### src/rtl/mem_arb.sv
// ============================================================================
// Module   : mem_arb
// Purpose  : Two-master (fetch / load-store) arbiter for one memory port,
//            with fair alternation, registered slave request and timeout abort.
// Revision : 1.0
// ============================================================================
`default_nettype none

module mem_arb #(
  parameter int ADDR_W  = 32,
  parameter int DATA_W  = 32,
  parameter int TIMEOUT = 15
) (
  input  logic              clk,
  input  logic              rstn,
  input  logic              if_req,
  input  logic [ADDR_W-1:0] if_addr,
  output logic              if_ack,
  output logic [DATA_W-1:0] if_rdata,
  input  logic              ls_req,
  input  logic              ls_we,
  input  logic [ADDR_W-1:0] ls_addr,
  input  logic [DATA_W-1:0] ls_wdata,
  input  logic [3:0]        ls_be,
  output logic              ls_ack,
  output logic [DATA_W-1:0] ls_rdata,
  output logic              err,
  output logic              busy,
  output logic              m_req,
  output logic              m_we,
  output logic [ADDR_W-1:0] m_addr,
  output logic [DATA_W-1:0] m_wdata,
  output logic [3:0]        m_be,
  input  logic [DATA_W-1:0] m_rdata,
  input  logic              m_ack
);

  localparam int   c_CNT_W  = $clog2(TIMEOUT + 1);
  localparam logic c_GNT_IF = 1'b0;
  localparam logic c_GNT_LS = 1'b1;

  typedef enum logic [1:0] {
    S_IDLE    = 2'd0,
    S_BUSY_IF = 2'd1,
    S_BUSY_LS = 2'd2,
    S_RESP    = 2'd3
  } state_t;

  state_t              r_state;
  state_t              w_state_next;
  logic                r_last_gnt;
  logic                r_gnt_ls;
  logic                r_m_req;
  logic                r_m_we;
  logic [ADDR_W-1:0]   r_m_addr;
  logic [DATA_W-1:0]   r_m_wdata;
  logic [3:0]          r_m_be;
  logic [DATA_W-1:0]   r_rdata;
  logic                r_err;
  logic [c_CNT_W-1:0]  r_cnt;
  logic [c_CNT_W-1:0]  w_cnt_next;
  logic                w_grant_if;
  logic                w_grant_ls;
  logic                w_done;
  logic                w_timeout;
  logic                w_resp;

  assign w_cnt_next = r_cnt + c_CNT_W'(1);

  always_ff @(posedge clk) begin
    if (!rstn) begin
      r_state <= S_IDLE;
    end else begin
      r_state <= w_state_next;
    end
  end

  always_comb begin
    w_state_next = r_state;
    w_grant_if   = 1'b0;
    w_grant_ls   = 1'b0;
    w_done       = 1'b0;
    w_timeout    = 1'b0;
    case (r_state)
      S_IDLE: begin
        // Under contention the master that did not win last time goes first.
        if (if_req && (!ls_req || (r_last_gnt == c_GNT_LS))) begin
          w_grant_if   = 1'b1;
          w_state_next = S_BUSY_IF;
        end else if (ls_req) begin
          w_grant_ls   = 1'b1;
          w_state_next = S_BUSY_LS;
        end
      end
      S_BUSY_IF, S_BUSY_LS: begin
        if (m_ack) begin
          w_done       = 1'b1;
          w_state_next = S_RESP;
        end else if (w_cnt_next == c_CNT_W'(TIMEOUT)) begin
          w_timeout    = 1'b1;
          w_state_next = S_RESP;
        end
      end
      S_RESP: begin
        w_state_next = S_IDLE;
      end
      default: begin
        w_state_next = S_IDLE;
      end
    endcase
  end

  always_ff @(posedge clk) begin
    if (!rstn) begin
      r_last_gnt <= c_GNT_LS;
      r_gnt_ls   <= 1'b0;
      r_m_req    <= 1'b0;
      r_m_we     <= 1'b0;
      r_m_addr   <= '0;
      r_m_wdata  <= '0;
      r_m_be     <= 4'h0;
      r_rdata    <= '0;
      r_err      <= 1'b0;
      r_cnt      <= '0;
    end else begin
      if (w_grant_if) begin
        r_last_gnt <= c_GNT_IF;
        r_gnt_ls   <= 1'b0;
        r_m_req    <= 1'b1;
        r_m_we     <= 1'b0;
        r_m_addr   <= if_addr;
        r_m_wdata  <= '0;
        r_m_be     <= 4'hF;
        r_cnt      <= '0;
      end else if (w_grant_ls) begin
        r_last_gnt <= c_GNT_LS;
        r_gnt_ls   <= 1'b1;
        r_m_req    <= 1'b1;
        r_m_we     <= ls_we;
        r_m_addr   <= ls_addr;
        r_m_wdata  <= ls_wdata;
        r_m_be     <= ls_be;
        r_cnt      <= '0;
      end else if (w_done) begin
        r_m_req <= 1'b0;
        r_rdata <= m_rdata;
        r_err   <= 1'b0;
      end else if (w_timeout) begin
        r_m_req <= 1'b0;
        r_rdata <= '0;
        r_err   <= 1'b1;
      end else if (r_m_req) begin
        r_cnt <= w_cnt_next;
      end
    end
  end

  assign w_resp   = (r_state == S_RESP);
  assign if_ack   = w_resp & ~r_gnt_ls;
  assign ls_ack   = w_resp &  r_gnt_ls;
  assign if_rdata = if_ack ? r_rdata : '0;
  assign ls_rdata = ls_ack ? r_rdata : '0;
  assign err      = w_resp & r_err;
  assign busy     = (r_state != S_IDLE);
  assign m_req    = r_m_req;
  assign m_we     = r_m_we;
  assign m_addr   = r_m_addr;
  assign m_wdata  = r_m_wdata;
  assign m_be     = r_m_be;

endmodule

`default_nettype wire

### config.mk
export PLATFORM = sky130hd
export DESIGN_NAME = mem_arb
export DESIGN_NICKNAME = d
export VERILOG_FILES = /design/src/rtl/mem_arb.sv
export SDC_FILE = /design/constraint.sdc
export NUM_CORES = 1
export LEC_CHECK = 0
export CORE_ASPECT_RATIO = 1.4
export CORE_UTILIZATION = 24
export DETAILED_ROUTE_END_ITERATION = 8
export DONT_BUFFER_PORTS = 1
export SLEW_MARGIN = 0
export SYNTH_ARGS = -nofsm -noshare
export SYNTH_HDL_FRONTEND = slang
export SYNTH_SLANG_ARGS = --single-unit
### constraint.sdc
create_clock -name clk -period 1.7 [get_ports clk]
set_input_delay 0.255 -clock clk [delete_from_list [all_inputs] [get_ports clk]]
set_output_delay 0.255 -clock clk [all_outputs]
set_load 0.05 [all_outputs]
---- Word-level counts from Yosys, hierarchy flattened ----
Cells that the tools add are included.
operators by class
  $add $sub $neg .......................... 1
  eq/ne operators ......................... 6
  multiplexer cells ....................... 31
  bitwise gates (word level) .............. 9
  reductions and logical operators ........ 14
operators by type and width
  operator                                             count
  2-to-1 mux 32 bit                                    6
  2-to-1 mux 1 bit                                     18
  2-to-1 mux 2 bit                                     4
  2-to-1 mux 4 bit                                     2
  != test 3 bit, second input constant                 2
  NOT 1 bit                                            6
  one-hot mux 2 bit (3 select lines)                   1
  AND reduction 3 bit                                  2
  nonzero test 2 bit                                   3
  adder 4 x 1 -> 4 bit, second input constant          1
  equality test 2 bit, second input constant           2
  equality test 4 bit, second input constant           1
  nonzero test 4 bit                                   1
  OR reduction 2 bit                                   2
  bitwise AND 1 bit                                    3
  OR reduction 3 bit                                   1
  equality test 2 x 1 -> 1 bit, second input constant  1
  zero test 2 bit                                      1
  AND reduction 2 bit                                  1
  logical AND 1 bit                                    1
  zero test 1 bit                                      1
  logical OR 1 bit                                     1
storage, ports and cells
  register bits ........................... 111
  input bits .............................. 138
  output and inout bits ................... 138

---- Logic depth before layout (Yosys ltp) ----
Gate-level depths: netlist of the first run.
  depth after elaboration ................. 9
  depth in mapped cells ................... 8
  mapped depth without buffers ............ 7

---- Worst setup path after synthesis of the first run ----
Ideal clock, no wire load.
  path type ............................... reg2out
  from .................................... register r_state[0]
  to ...................................... output if_rdata[22]
  data arrival time ....................... 1.944 ns
  required time ........................... 1.445 ns
  setup slack ............................. -0.499 ns
  cell stages (with the launch flop) ...... 5
  buffers on the path ..................... 1
  path through ............................ dfxtp_1 > ha_1 > nor2b_1 > clkbuf_1 > and2_1
on the way
  cells in the longest elaborated chain, start to end .. 3
ends and longest elaborated chain
  item                    line  source
  start, declared         49    state_t r_state;
  start signal, assigned  74    r_state <= w_state_next;
  equality test 2 bit     158   assign w_resp = (r_state == S_RESP);
  bitwise AND 1 bit       159   assign if_ack = w_resp & ~r_gnt_ls;
  named net if_ack        18    output logic if_ack,
  2-to-1 mux 32 bit       161   assign if_rdata = if_ack ? r_rdata : '0;
  end, declared           19    output logic [DATA_W-1:0] if_rdata,
The timed path passes the listed nets, and every way through them passes these cells.

---- Final worst setup path of the first run ----
  from .................................... register r_state[1]
  to ...................................... output if_rdata[31]
on the way
  cells in the longest elaborated chain, start to end .. 3
ends and longest elaborated chain
  item                 line
  equality test 2 bit  158
  bitwise AND 1 bit    159
  2-to-1 mux 32 bit    161
Every way passes these cells.

==> results of run 1 <==
-- path summary, 6_finish.rpt --
check	cells past startpoint	slack, ps	from	endpoint
min	1	20	m_rdata[16]	r_rdata[16]$_SDFFE_PN0P_
max	6	-110	r_state[1]$_SDFFE_PN0P_	if_rdata[31]
min reg2reg	2	470	m_wdata[11]$_SDFFE_PP0P_	m_wdata[11]$_SDFFE_PP0P_
max reg2reg	7	-70	r_cnt[1]$_SDFFE_PP0P_	r_rdata[9]$_SDFFE_PN0P_
-- report_power, final --
group,switching (W),total (W),internal (W)
Sequential,0.00144,0.00455,0.00311
Combinational,0.00179,0.00316,0.00137
Clock,0.000996,0.00215,0.00116
-- logic make-up after synthesis --
kind of cell / share of synthesized area
buf+inv: 0.05062
mux: 0.004577
fa+ha+maj: 0.01077
compound gates: 0.2351
simple gates: 0.2208
flops: 0.4782
-- sequential cells by signal, indices dropped and copies added (netlist names) --
signal,count
r_cnt,4
m_wdata,32
r_gnt_ls,1
m_req,1
r_err,1
m_we,1
r_last_gnt,1
r_state,2
m_addr,32
m_be,4
r_rdata,32
-- critical path, cell delays in order (launching register included) --
cell and delay [ps]:
dfxtp_2 360, ha_4 140, nor2b_4 150, buf_12 140
buf_12 140, and2_4 150, buf_12 130
-- through the flow --
stage | utilization | setup WS, ps | hold slack, ps | power, W | cells
detailed placement | 0.3142 | -53.07 | 341.6 | 0.007172 | 805
floorplan | - | -38.27 | 331.2 | 0.006207 | 537
CTS | 0.3491 | -171.3 | 1.045 | 0.009809 | 833
global route | 0.3527 | -175.1 | 2.933 | 0.01038 | 834
global placement | 0.3142 | -11.71 | 335.0 | 0.007127 | 805
finish | 0.3527 | -110.2 | 23.36 | 0.009859 | 834
-- Yosys cell counts, types with 4 or more instances --
master    count  area share
a21oi_1      70       0.075
a22o_1       32       0.060
a22oi_1      32       0.052
and2_1       34       0.046
and3_1       33       0.044
buf_2        14       0.015
clkbuf_1     23       0.019
dfxtp_1     111        0.48
ha_1          4       0.011
inv_1         7      0.0057
nand2_1     106       0.086
nor2_1       16       0.013
o22ai_1       4      0.0054
-- what timing repair did --
| item | in CTS | in global routing |
|---|---|---|
| hold buffers | 1 | 0 |
| cloned | 5 | 1 |
| endpoints found under the setup margin | 102 | 176 |
| resized for setup | 54 | 26 |
| pin swaps | 22 | 16 |
| endpoints found under the hold margin | 1 | 0 |
| buffers inserted | 6 | 3 |
-- routing by layer --
layer	part of all wire	vias to the layer above	global-route usage
met5	0	-	0
met4	0.012	0	0.05217
met3	0.073	15	0.04075
met2	0.54	199	0.2754
met1	0.37	1945	0.1534
li1	-	1974	-
-- layout by cell type (no fill, tap or decap), drive strengths merged, types with 2 or more instances in the layout --
| master | instances |
|---|---|
| a21oi | 71 |
| a22o | 32 |
| a22oi | 32 |
| a31oi | 3 |
| and2 | 34 |
| and3 | 34 |
| buf | 77 |
| clkbuf | 12 |
| clkinv | 2 |
| dfxtp | 111 |
| ha | 4 |
| inv | 11 |
| nand2 | 107 |
| nand2b | 3 |
| nand3 | 3 |
| nand4 | 2 |
| nor2 | 16 |
| nor2b | 3 |
| nor3 | 2 |
| nor4 | 2 |
| o21ai | 7 |
| o22ai | 4 |
| or3 | 2 |
-- final cells by class --
class / instances / share of cell area
Multi-Input combinational cell: 374 / 0.3661
Sequential cell: 111 / 0.3375
Timing Repair Buffer: 80 / 0.2002
Tap cell: 244 / 0.04616
Clock buffer: 10 / 0.03462
Clock inverter: 6 / 0.01040
Inverter: 9 / 0.005108
==> flow_summary_export.csv, run 1 <==
group,metric,value,unit
floorplan,die_y,166.6,µm
yosys,yosysSeqAreaShare,0.4782,
routing,vias_per_cell,4.956,
finish,fillers,1879,
sta,setup_tns,-3709,ps
yosys,ys_types,45,
sta,skew,8.618,ps
routing,num_vias,4133,
routing,drc_errors,0,
routing,routed_wl,15.07,mm
finish,drive_gt1_frac,0.2814,
sta,hold_violations,0,
finish,final_area,6614,µm²
critical_path,end_kind,"primary output",
sta,fin_crit_sh,1.065,
routing,wl_per_cell,18.07,µm
global_routing,grt_pass1_wl,22.63,mm
clocking,path_clk_slew,80,ps
critical_path,worstPathArrival,1560,ps
finish,multi_input_area,2421,µm²
global_routing,antenna_found_initial,0,
yosys,post_synth.cell_area_avg,8.654,µm²
clocking,clk_path_buf_depth,2,
yosys,synth_async_sr_flop_share,0,
placed_design,gp_congestion,0.7845,
yosys,netlist_instances,537,
global_routing,grt_max_degree,43,
sta,slew_headroom,0.6150,
critical_path,critPathRequiredTime,1440,ps
floorplan,dieArea,19930,µm²
clocking,h-tree-depth,3,
yosys,synthesis.area,4647,µm²
finish,area_growth,42.33,%
global_routing,grtUsageTotal,0.1468,
sta,rsz0062_at_grt,"true",
critical_path,worst-path-max-fanout,9,
pwr,peakVddDrop,0.5647,mV
yosys,synth_warnings,0,
flow_run,cap_violations,0,
sta,max_freq,552.4,MHz
floorplan,start_util,0.2478,
critical_path,critPathKind,"flop to primary output",
floorplan,placementRows,59,
finish,regArea,2232,µm²
routing,drt.antenna.violating_nets,0,
routing,first_pass_iters,6,
sta,worst_pin_slew,576.7,ps
floorplan,coreArea,18750,µm²
global_routing,grt_pass1_vias,4073,
clocking,ctsRootBufferMaster,"clkbuf_16",
hold_path,hold_path_class,"input pin to flop",
floorplan,num_io_pins,276,
sta,period_minus_slack,1810,ps
clocking,cts_tree,"built",
finish,antennaDiodeCount,0,
status,outcome,"finished with violations",
pwr,p_leak,2.566,nW
clocking,clock_latency,350,ps
yosys,synth_fp_nets,679,
sta,worst_slack,-110.2,ps
clocking,cts_buffers,9,
pwr,powerDensity,1491,nW/µm²
sta,setup_violations,85,
routing,first_iter_violations,228,
yosys,synth_edf_count,0,
placed_design,post_dp_cell_area,5891,µm²
yosys,yosys_most_used_dff,"dfxtp_1",
placed_design,io_buffers,0,
yosys,synth_seq_cells,111,
floorplan,die_x,119.6,µm
critical_path,startpoint_type,"flop",
sta,final_max_slew_viol_count,0,
placed_design,dp_hpwl,10.02,mm
clocking,cts_sinks,111,
finish,nets,727,
global_routing,grt-ovfl-total,0,
status,violations,"setup timing",
(Power assumes the default switching activity.)
==> run 2: changes to the inputs <==
--- a/config.mk
+++ b/config.mk
@@ -5,8 +5,10 @@
 export SDC_FILE = /design/constraint.sdc
 export NUM_CORES = 1
 export LEC_CHECK = 0
+export ABC_AREA = 1
 export CORE_ASPECT_RATIO = 1.4
 export CORE_UTILIZATION = 24
+export CTS_CLUSTER_SIZE = 14
 export DETAILED_ROUTE_END_ITERATION = 8
 export DONT_BUFFER_PORTS = 1
 export SLEW_MARGIN = 0
==> flow_summary_export.csv, run 2 <==
group,metric,value,unit
floorplan,placementRows,59,
pwr,power_switching,0.004474,W
global_routing,grt_max_degree,66,
pwr,powerDensity,1518,nW/µm²
global_routing,grt_pass1_vias,3858,
sta,worst_pin_slew,557.7,ps
sta,worst_slack,-67.95,ps
pwr,intPower,0.005268,W
sta,rsz0062_at_grt,"true",
placed_design,dp_hpwl,9.709,mm
finish,drive_gt1_frac,0.2671,
yosys,netlist_instances,655,
pwr,peakVddDrop,0.6185,mV
yosys,synth_edf_count,0,
yosys,ys_types,20,
pwr,p_sw_frac,0.4592,
global_routing,grt_pass1_wl,20.14,mm
status,violations,"setup timing",
sta,final_max_slew_viol_count,0,
clocking,cts_sinks,111,
global_routing,grt-ovfl-total,0,
clocking,cts_tree,"built",
placed_design,io_buffers,0,
clocking,clock_latency,350,ps
clocking,ctsRootBufferMaster,"clkbuf_16",
clocking,clk_path_buf_depth,2,
finish,final_area,6419,µm²
pwr,p_clk_frac,0.218,
yosys,synth_fp_nets,797,
critical_path,startpoint_type,"flop",
critical_path,crit_chain,"ha_4 -> nand2_4 -> buf_12 -> nor2_1 -> buf_4",
routing,drc_errors,0,
critical_path,crit_start,"r_state[0]$_SDFFE_PN0P_",
critical_path,slowest_delay,370,ps
routing,first_iter_violations,202,
sta,max_freq,565.6,MHz
yosys,yosys.cell_count.top_type,"nand2_1",
yosys,yosys.area.top_type,"dfxtp_1",
yosys,post_synth.cell_area_avg,7.005,µm²
routing,wl_per_cell,15.16,µm
routing,num_vias,4449,
status,outcome,"finished with violations",
finish,final_cell_mix,"nand2_1 (248), dfxtp_1 (107), a21oi_1 (75)",
sta,hold_violations,0,
finish,final_common_cell,"nand2_1",
global_routing,antenna_found_initial,1,
floorplan,num_io_pins,276,
floorplan,coreArea,18680,µm²
critical_path,crit_family,"buffers and inverters",
sta,skew,8.319,ps
routing,vias_per_cell,4.563,
placed_design,gp_congestion,0.7585,
clocking,h-tree-depth,3,
floorplan,start_util,0.2457,
critical_path,critPathKind,"flop to primary output",
yosys,ys_top_cells_by_area,"dfxtp_1 (48%), nand2_1 (21%), a21oi_1 (8.3%), nor2_1 (5.4%), a31oi_1 (4.4%)",
hold_path,hold_path_class,"input pin to flop",
clocking,cts_buffers,9,
yosys,synth_async_sr_flop_share,0,
critical_path,worst-path-max-fanout,17,
critical_path,r2r_start,"r_state[0]$_SDFFE_PN0P_",
routing,routed_wl,14.78,mm
sta,slew_headroom,0.6277,
critical_path,critPathRequiredTime,1440,ps
yosys,synth_seq_cells,111,
yosys,synthesis.area,4588,µm²
critical_path,slowest_stage,"dfxtp_4",
clocking,path_clk_slew,80,ps
floorplan,die_x,118.9,µm
pwr,seqPwrFrac,0.476,
yosys,synth.top_cell.area_share,0.4843,
hold_path,holdCritStartpoint,"rstn",
sta,fin_crit_sh,1.040,
yosys,yosysSeqAreaShare,0.4843,
yosys,ys_top_cells_by_count,"nand2_1 (251), dfxtp_1 (111), a21oi_1 (76)",
pwr,p_comb_frac,0.305,
routing,drt.antenna.violating_nets,0,
sta,period_minus_slack,1768,ps
pwr,p_leak,2.322,nW
finish,nets,867,
floorplan,dieArea,19680,µm²
critical_path,r2r_slack,90,ps
flow_run,cap_violations,0,
sta,setup_violations,7,
critical_path,worstPathArrival,1510,ps
finish,area_growth,39.90,%
global_routing,grtUsageTotal,0.1325,
sta,setup_tns,-165.1,ps
placed_design,post_dp_cell_area,5473,µm²
critical_path,end_kind,"primary output",
critical_path,path_buf_inv,2,
floorplan,die_y,165.6,µm
routing,first_pass_iters,4,
yosys,synth_warnings,0,
yosys,yosys_most_used_dff,"dfxtp_1",
==> run 2: cell count changes in the layout (fill, tap and decap cells not counted), moves of 32 or more <==
cell	delta
a22o_1	-32
a22oi_1	-32
and2_4	-32
and3_1	-32
buf_12	-39
buf_6	+50
inv_1	+44
nand2_1	+145
nor2_2	+47
==> run 2: power by group through the flow <==
stage / Sequential (W) / Clock (W) / Combinational, W
after global routing: 0.00471 / 0.00232 / 0.00331
after CTS: 0.00464 / 0.00223 / 0.00269
after floorplan: 0.00470 / 0 / 0.00178
after detailed placement: 0.00467 / 0 / 0.00263
after global placement: 0.00468 / 0 / 0.00259
final: 0.00464 / 0.00213 / 0.00297
==> run 2: worst paths after layout <==
kind / to / cells after the start
setup / recovery: ls_rdata[16] / 5
hold / removal: r_state[1]$_SDFFE_PN0P_ / 2
setup reg to reg: r_rdata[7]$_SDFFE_PN0P_ / 9
hold reg to reg: r_rdata[9]$_SDFFE_PN0P_ / 2
==> run 2: cell families (layout without fill, tap and decap cells) <==
kind of cell             Yosys count  count (layout)  share of synthesized area
flip-flops                       111             111                     0.4843
AND/OR/NAND/NOR                  331             331                     0.2812
AO/OA/AOI/OAI                    114             114                     0.1391
adder cells (fa/ha/maj)            4               4                    0.01091
other                              0               1                          0
buffers and inverters             95             170                    0.08454
==> run 2: worst register-to-register path, stage by stage (launching register included) <==
cell and delay [ps]:
dfxtp_4 370, inv_1 50, ha_2 200, nand3_2 120, nand2_4 80, nor3_4 220
buf_12 150, clkbuf_16 170, nand2_1 60, a21oi_1 130
==> run 2: stage by stage <==
step           utilization  setup WS (ps)  power (W)  hold WS (ps)  std cells
2_1_floorplan            -         -48.09   0.006476         398.8        655
3_3_place_gp        0.2930          156.4   0.007269         374.9        947
3_5_place_dp        0.2930          122.6   0.007302         364.6        947
4_1_cts             0.3236         -11.29   0.009562         8.300        966
5_1_grt             0.3437         -123.5    0.01034         15.62        975
6_report            0.3437         -67.95   0.009742         27.96        975
==> run 2: per-layer routing <==
layer | part of all wire | track usage | routed length (µm)
met1 | 0.38 | 0.1360 | 5621
met2 | 0.53 | 0.2430 | 7795
met3 | 0.070 | 0.04018 | 1028
met4 | 0.023 | 0.06732 | 339
met5 | 0 | 0 | 0
==> run 2: cell type report <==
class	count	area [µm²]
fillers	1899	12260
multi-input cells	449	2197
repair buffers	99	1171
inverters	55	210.2
flip-flops and latches	111	2230
well taps	244	305.3
clock buffers	9	225.2
diodes	1	2.502
clock inverters	7	77.57
==> run 2: timing repair <==
item | 4_1_cts | 5_1_grt
buffers inserted | 1 | 4
cloned | 1 | 4
hold buffers | 1 | 0
endpoints found under the setup margin | 66 | 88
resized for setup | 70 | 74
pin swaps | 1 | 5
hold endpoints to repair | 2 | 0
